`src/rtl/video_clip_pkg.sv`:
```
// Shared types and constants for the video window clipper slice.
package video_clip_pkg;

    localparam int unsigned COORD_W = 12;
    localparam int unsigned SIZE_W  = 16;

    localparam logic [COORD_W-1:0] COORD_MAX = '1;

    typedef enum logic {
        IDLE,
        RUN
    } clip_state_e;

    // Per-frame window coefficients, captured at frame start.
    typedef struct packed {
        logic               enable;
        logic [COORD_W-1:0] top;
        logic [COORD_W-1:0] left;
        logic [COORD_W-1:0] width;
        logic [COORD_W-1:0] height;
    } win_coef_t;

    // True when start <= pos < start + len; the end is formed one bit wider
    // so a window running off the 12-bit range cannot wrap back to zero.
    function automatic logic in_span(
        input logic [COORD_W-1:0] pos,
        input logic [COORD_W-1:0] start,
        input logic [COORD_W-1:0] len
    );
        logic [COORD_W:0] span_end;
        span_end = {1'b0, start} + {1'b0, len};
        return ({1'b0, pos} >= {1'b0, start}) && ({1'b0, pos} < span_end);
    endfunction

endpackage

```
`src/rtl/video_pos_counter.sv`:
```
// Tracks pixel (h) and line (v) position of a native video stream and
// flags frame start (vsync rise) and end of line (de fall).
module video_pos_counter
    import video_clip_pkg::*;
(
    input  logic               pclk,
    input  logic               prst,
    input  logic               vsync,
    input  logic               de,
    output logic [COORD_W-1:0] h_cnt,
    output logic [COORD_W-1:0] v_cnt,
    output logic               fs,
    output logic               de_fall
);

    logic               r_vsync;
    logic               r_de;
    logic [COORD_W-1:0] r_h_cnt;
    logic [COORD_W-1:0] r_v_cnt;

    assign fs      = vsync & ~r_vsync;
    assign de_fall = r_de & ~de;

    // Registered copies of the syncs for edge detection.
    always_ff @(posedge pclk) begin
        if (prst) begin
            r_vsync <= 1'b0;
            r_de    <= 1'b0;
        end else begin
            r_vsync <= vsync;
            r_de    <= de;
        end
    end

    // Pixel counter: counts de cycles in the current line, cleared at line end.
    always_ff @(posedge pclk) begin
        if (prst) begin
            r_h_cnt <= '0;
        end else if (de_fall) begin
            r_h_cnt <= '0;
        end else if (de && (r_h_cnt != COORD_MAX)) begin
            r_h_cnt <= r_h_cnt + 1'b1;
        end
    end

    // Line counter: counts line ends, cleared at frame start (which takes
    // priority over a coincident line end).
    always_ff @(posedge pclk) begin
        if (prst) begin
            r_v_cnt <= '0;
        end else if (fs) begin
            r_v_cnt <= '0;
        end else if (de_fall && (r_v_cnt != COORD_MAX)) begin
            r_v_cnt <= r_v_cnt + 1'b1;
        end
    end

    assign h_cnt = r_h_cnt;
    assign v_cnt = r_v_cnt;

endmodule

```
`src/rtl/video_window_clipper.sv`:
```
// Crops a rectangular window from a native video stream, re-emitting it with
// a gated de after a fixed LAT-cycle delay, and measures the output size.
module video_window_clipper
    import video_clip_pkg::*;
#(
    parameter int unsigned DSIZE = 24,
    parameter int unsigned LAT   = 2
) (
    input  logic               pclk,
    input  logic               prst,
    input  logic               enable,
    input  logic [COORD_W-1:0] top,
    input  logic [COORD_W-1:0] left,
    input  logic [COORD_W-1:0] width,
    input  logic [COORD_W-1:0] height,
    input  logic               in_vsync,
    input  logic               in_hsync,
    input  logic               in_de,
    input  logic [DSIZE-1:0]   in_data,
    output logic               out_vsync,
    output logic               out_hsync,
    output logic               out_de,
    output logic [DSIZE-1:0]   out_data,
    output logic [SIZE_W-1:0]  hactive,
    output logic [SIZE_W-1:0]  vactive
);

    // ------------------------------------------------------------------
    // Input-side position tracking
    // ------------------------------------------------------------------
    logic [COORD_W-1:0] w_in_h;
    logic [COORD_W-1:0] w_in_v;
    logic               w_in_fs;
    logic               w_unused_in_de_fall;

    video_pos_counter u_in_pos (
        .pclk    (pclk),
        .prst    (prst),
        .vsync   (in_vsync),
        .de      (in_de),
        .h_cnt   (w_in_h),
        .v_cnt   (w_in_v),
        .fs      (w_in_fs),
        .de_fall (w_unused_in_de_fall)
    );

    // ------------------------------------------------------------------
    // Control state and shadow coefficients
    // ------------------------------------------------------------------
    clip_state_e r_state;
    clip_state_e w_state_next;
    win_coef_t   r_coef;
    win_coef_t   w_coef_sample;
    logic        w_in_win;
    logic        w_de_gated;
    logic [DSIZE-1:0] w_data_gated;

    assign w_coef_sample = '{
        enable: enable,
        top:    top,
        left:   left,
        width:  width,
        height: height
    };

    assign w_in_win = in_span(w_in_h, r_coef.left, r_coef.width) &
                      in_span(w_in_v, r_coef.top,  r_coef.height);

    // State register.
    always_ff @(posedge pclk) begin
        if (prst) begin
            r_state <= IDLE;
        end else begin
            r_state <= w_state_next;
        end
    end

    // Shadow coefficients, refreshed only at frame start.
    always_ff @(posedge pclk) begin
        if (prst) begin
            r_coef <= '0;
        end else if (w_in_fs) begin
            r_coef <= w_coef_sample;
        end
    end

    // Next state and de gating for the incoming pixel.
    always_comb begin
        w_state_next = r_state;
        w_de_gated   = 1'b0;
        unique case (r_state)
            IDLE: begin
                if (w_in_fs) begin
                    w_state_next = RUN;
                end
            end
            RUN: begin
                w_de_gated = r_coef.enable ? (in_de & w_in_win) : in_de;
            end
            default: begin
                w_state_next = IDLE;
            end
        endcase
    end

    // Pixel data is zeroed wherever the gated de is low.
    always_comb begin
        w_data_gated = '0;
        if (w_de_gated) begin
            w_data_gated = in_data;
        end
    end

    // ------------------------------------------------------------------
    // LAT-stage delay line; gating happens before stage 0 so syncs, de and
    // data all see the same number of register stages.
    // ------------------------------------------------------------------
    logic [LAT-1:0]   r_vs_sr;
    logic [LAT-1:0]   r_hs_sr;
    logic [LAT-1:0]   r_de_sr;
    logic [DSIZE-1:0] r_data_sr [LAT];

    // Shift register for syncs, de and pixel data.
    always_ff @(posedge pclk) begin
        if (prst) begin
            r_vs_sr <= '0;
            r_hs_sr <= '0;
            r_de_sr <= '0;
            for (int unsigned i = 0; i < LAT; i++) begin
                r_data_sr[i] <= '0;
            end
        end else begin
            r_vs_sr      <= {r_vs_sr[LAT-2:0], in_vsync};
            r_hs_sr      <= {r_hs_sr[LAT-2:0], in_hsync};
            r_de_sr      <= {r_de_sr[LAT-2:0], w_de_gated};
            r_data_sr[0] <= w_data_gated;
            for (int unsigned i = 1; i < LAT; i++) begin
                r_data_sr[i] <= r_data_sr[i-1];
            end
        end
    end

    assign out_vsync = r_vs_sr[LAT-1];
    assign out_hsync = r_hs_sr[LAT-1];
    assign out_de    = r_de_sr[LAT-1];
    assign out_data  = r_data_sr[LAT-1];

    // ------------------------------------------------------------------
    // Output-side size measurement
    // ------------------------------------------------------------------
    logic [COORD_W-1:0] w_out_h;
    logic [COORD_W-1:0] w_out_v;
    logic               w_out_fs;
    logic               w_out_de_fall;
    logic [SIZE_W-1:0]  r_hactive;
    logic [SIZE_W-1:0]  r_vactive;

    video_pos_counter u_out_pos (
        .pclk    (pclk),
        .prst    (prst),
        .vsync   (out_vsync),
        .de      (out_de),
        .h_cnt   (w_out_h),
        .v_cnt   (w_out_v),
        .fs      (w_out_fs),
        .de_fall (w_out_de_fall)
    );

    // Latch line width at each output line end and line count at each
    // delayed frame start; the counter clears itself on that same edge.
    always_ff @(posedge pclk) begin
        if (prst) begin
            r_hactive <= '0;
            r_vactive <= '0;
        end else begin
            if (w_out_de_fall) begin
                r_hactive <= {{(SIZE_W-COORD_W){1'b0}}, w_out_h};
            end
            if (w_out_fs) begin
                r_vactive <= {{(SIZE_W-COORD_W){1'b0}}, w_out_v};
            end
        end
    end

    assign hactive = r_hactive;
    assign vactive = r_vactive;

endmodule

```
`config.mk`:
```
export PLATFORM = sky130hd
export DESIGN_NAME = video_window_clipper
export DESIGN_NICKNAME = d
export VERILOG_FILES = /design/src/rtl/video_clip_pkg.sv /design/src/rtl/video_pos_counter.sv /design/src/rtl/video_window_clipper.sv
export SDC_FILE = /design/constraint.sdc
export NUM_CORES = 1
export LEC_CHECK = 0
export CORE_MARGIN = 2
export CORE_UTILIZATION = 40
export CTS_CLUSTER_DIAMETER = 50
export DETAILED_ROUTE_END_ITERATION = 10
export PLACE_DENSITY = 0.72
export SLEW_MARGIN = 10
export SYNTH_ARGS = -nofsm -noshare
export SYNTH_HDL_FRONTEND = slang
export SYNTH_HIERARCHICAL = 1
export SYNTH_SLANG_ARGS = --single-unit
```
`constraint.sdc`:
```
create_clock -name pclk -period 7.35 [get_ports pclk]
set_input_delay 1.47 -clock pclk [delete_from_list [all_inputs] [get_ports pclk]]
set_output_delay 1.47 -clock pclk [all_outputs]
set_load 0.005 [all_outputs]
```
==> impl_metrics.ini <==
[critical_path]
reg2reg_depth = 12
crit_path_start_kind = flop
arrival_ps = 4300
critPathRequiredTime_ps = 7620
crit_path_end_kind = flop
timing.reg2reg.setup_slack_ps = 3320
crit_type = flop to flop
r2r-end = r_data_sr[0][14]$_SDFF_PP0_
rr_startpoint = r_coef[13]$_SDFFE_PP0P_
cp_max_fo = 25

[timing]
fin_setup_tns_ps = 0
fin_crit_ps = 4030
final.period_utilization = 0.548
fin_skew_ps = 7.15
finalHoldViolations = 0
max_freq_mhz = 248
rsz0062_at_grt = false
setup_viol = 0
drv_slew = 0
worst_slew_pin_slew_ps = 1020
slew_headroom = 0.319

[power]
p_seq_frac = 0.463
swShare = 0.267
p_int_uw = 1620
power_frac_comb = 0.117
power_density_mw_per_mm2 = 194
fin_total_pwr_uw = 2210
pwr-share-clk = 0.421
peakVddDrop_mv = 0.119
power.net_switching_uw = 590
cellLeakagePower_uw = 0.00431

[floorplanning]
ioPinCount = 137
die_h_um = 157
chipWidth_um = 157
num_rows = 56
core_mm2 = 0.0233
die_area_mm2 = 0.0248
start_util = 0.405

[synth]
synthCells = 1022
synth-seq-cells = 180
async_reset_ff_frac = 0
synth_edf_count = 0
synth_ff_type = dfxtp_1
syn_avg_cell_area_um2 = 9.22
syn_area_mm2 = 0.00942
yosysSeqAreaShare = 0.383
synth_cell_types = 63
yosys_warnings = 6

[placed_design]
io_buffers = 128
gp_congestion = 0.844
hpwl_mm = 15.8

[detailed_routing]
antenna_left = 0
vias = 7703
wire_per_inst_um = 15.2
dr.pass1.iters = 5
drt_iter0_drc = 530
drc = 0
vias_per_cell = 5.33
finalWirelength_mm = 22.0

[clock_network]
clk_path_buf_depth = 2
clk_latency_ps = 430
cts_hold_buf = 0
cts_tree = built
post_cts_resize_count = 0
post_cts_buffers = 0
numCtsBuffers = 17
h-tree-depth = 4
cts_root_buf = clkbuf_16
numClockSinks = 180
clk_pin_slew_worst_paths_ps = 70

[hold_path]
hold_end = r_data_sr[0][30]$_SDFF_PP0_
hold_class = flop to flop
worst_hold_startpoint = r_data_sr[0][6]$_SDFF_PP0_
min_path_cells = 1

[finish]
area_growth_pct = 20.7
drive_above_1_share = 0.0596
nets = 1265

[outcome]
outcome = finished clean

[run]
maxCapViolations = 0

[global_routing]
grt_usage = 0.180
grt_max_degree = 65
grt_pass1_vias = 7218
grt_pass1_wl_mm = 35.9
grt_antenna_before_repair = 0
grt-ovfl-total = 0
-- worst max-delay path, cell delays in order (launching register included) --
cell	delay [ps]
dfxtp_1	320
ha_1	310
a211oi_1	260
nor2_1	100
or4_1	460
a41o_1	290
o41ai_2	250
xor2_1	120
ha_1	320
a21oi_1	70
a211o_1	300
o32ai_4	810
o21ai_0	240
-- worst max path at each step --
stage,startpoint,endpoint,slack (ps),depth (start not counted)
floorplan,r_coef[1]$_SDFFE_PP0P_,r_data_sr[0][14]$_SDFF_PP0_,4060,15
global placement,in_vsync,u_in_pos/v_cnt[3]$_SDFFE_PP0P_,3440,6
detailed placement,r_coef[13]$_SDFFE_PP0P_,r_data_sr[0][14]$_SDFF_PP0_,3280,12
CTS,r_coef[13]$_SDFFE_PP0P_,r_data_sr[0][14]$_SDFF_PP0_,3270,12
global route,r_coef[13]$_SDFFE_PP0P_,r_data_sr[0][3]$_SDFF_PP0_,3060,12
finish,r_coef[13]$_SDFFE_PP0P_,r_data_sr[0][14]$_SDFF_PP0_,3320,12
-- cell usage in the layout, fill, tap and decap left out, types with 7 or more instances in the layout --
master / synthesis / layout
dfxtp_1: 180 / 180
clkdlybuf4s50_1: 0 / 127
nor2_1: 124 / 124
mux2i_1: 79 / 79
ha_1: 74 / 74
o21ai_0: 52 / 52
a21oi_1: 41 / 41
inv_1: 39 / 39
nor2b_1: 38 / 37
nand2_1: 36 / 36
nand3b_1: 26 / 26
nand3_1: 24 / 24
o2111ai_1: 24 / 24
nor3_1: 19 / 18
clkbuf_16: 0 / 17
xor2_1: 16 / 16
o21a_1: 14 / 14
or4_1: 12 / 12
a31oi_1: 12 / 12
a211oi_1: 11 / 11
a21o_1: 10 / 10
nand2b_1: 9 / 9
o31ai_1: 9 / 9
conb_1: 1 / 8
buf_4: 32 / 8
nand4_1: 7 / 7
nor4_1: 7 / 7
-- registers in the layout, indices dropped and copies added, names as in the netlist, 2 cells and up --
name / cells
vactive: 12
r_vs_sr: 2
r_hs_sr: 2
r_de_sr: 2
hactive: 12
r_data_sr: 48
u_in_pos/v_cnt: 12
u_in_pos/h_cnt: 12
r_coef: 49
u_out_pos/v_cnt: 12
u_out_pos/h_cnt: 12
-- layout make-up --
| class | count | area (um^2) |
|---|---|---|
| antenna | 1 | 2.50 |
| clock buffer | 18 | 439 |
| clock inverter | 14 | 155 |
| fill | 2213 | 11900 |
| inverter | 41 | 164 |
| multi-input combinational | 736 | 5280 |
| sequential | 180 | 3600 |
| tap | 319 | 399 |
| timing repair buffer | 135 | 1330 |
-- power by group through the flow --
stage	clock network (uW)	registers [uW]	logic (uW)
finish	928	1020	258
global route	999	1020	287
CTS	948	1020	260
detailed placement	0	1040	258
global placement	0	1040	252
floorplan	0	1030	172
-- cell usage after synthesis (all sizes together), types with 3 or more instances --
library cell | number | share of area
a21o | 10 | 0.0080
a41o | 4 | 0.0043
and3 | 6 | 0.0040
nand4 | 9 | 0.0092
o31a | 4 | 0.0039
o31ai | 10 | 0.0085
nand3 | 26 | 0.015
xnor2 | 6 | 0.0056
o22ai | 3 | 0.0020
nand2b | 11 | 0.0089
a211oi | 12 | 0.010
o21a | 14 | 0.011
or3 | 6 | 0.0040
nand2 | 36 | 0.014
a21oi | 41 | 0.022
nor2 | 124 | 0.049
nor2b | 38 | 0.025
o41ai | 9 | 0.011
xor2 | 16 | 0.015
o21ai | 57 | 0.030
or4 | 14 | 0.012
a31oi | 12 | 0.0080
ha | 74 | 0.098
buf | 48 | 0.035
dfxtp | 180 | 0.38
inv | 39 | 0.016
nor3 | 19 | 0.010
o2111ai | 24 | 0.022
nor4 | 10 | 0.0086
clkbuf | 24 | 0.0096
o211ai | 4 | 0.0032
nand3b | 26 | 0.021
mux2i | 79 | 0.084
-- routing by layer --
| layer | wire length (um) | up-vias | share of wire | global-route usage |
|---|---|---|---|---|
| met5 | 0 | - | 0 | 0 |
| met4 | 202 | 0 | 0.0092 | 0.0442 |
| met3 | 1000 | 16 | 0.046 | 0.0358 |
| met2 | 10500 | 179 | 0.48 | 0.300 |
| met1 | 10300 | 3668 | 0.47 | 0.239 |
| li1 | - | 3840 | - | - |
-- cells by family (layout without fill, tap and decap cells) --
kind of cell	count (synthesis)	in the layout	share of synthesized area
simple gates	335	335	0.190
buf+inv	113	208	0.0620
other cells	1	9	0.000398
flops	180	180	0.383
compound gates	216	216	0.158
xor+xnor	22	22	0.0205
mux	79	79	0.0839
fa+ha+maj	76	76	0.103
-- through the flow --
step	cell area [um^2]	std cells	hold slack, ps	util	worst slack, ps
after floorplan	9450	1029	414	-	4060
after global placement	10800	1411	417	0.463	3440
after detailed placement	10800	1411	422	0.463	3280
after CTS	11400	1443	439	0.489	3270
after global routing	11400	1443	458	0.489	3060
final	11400	1444	437	0.489	3320
Power figures use the tool's default switching activity.
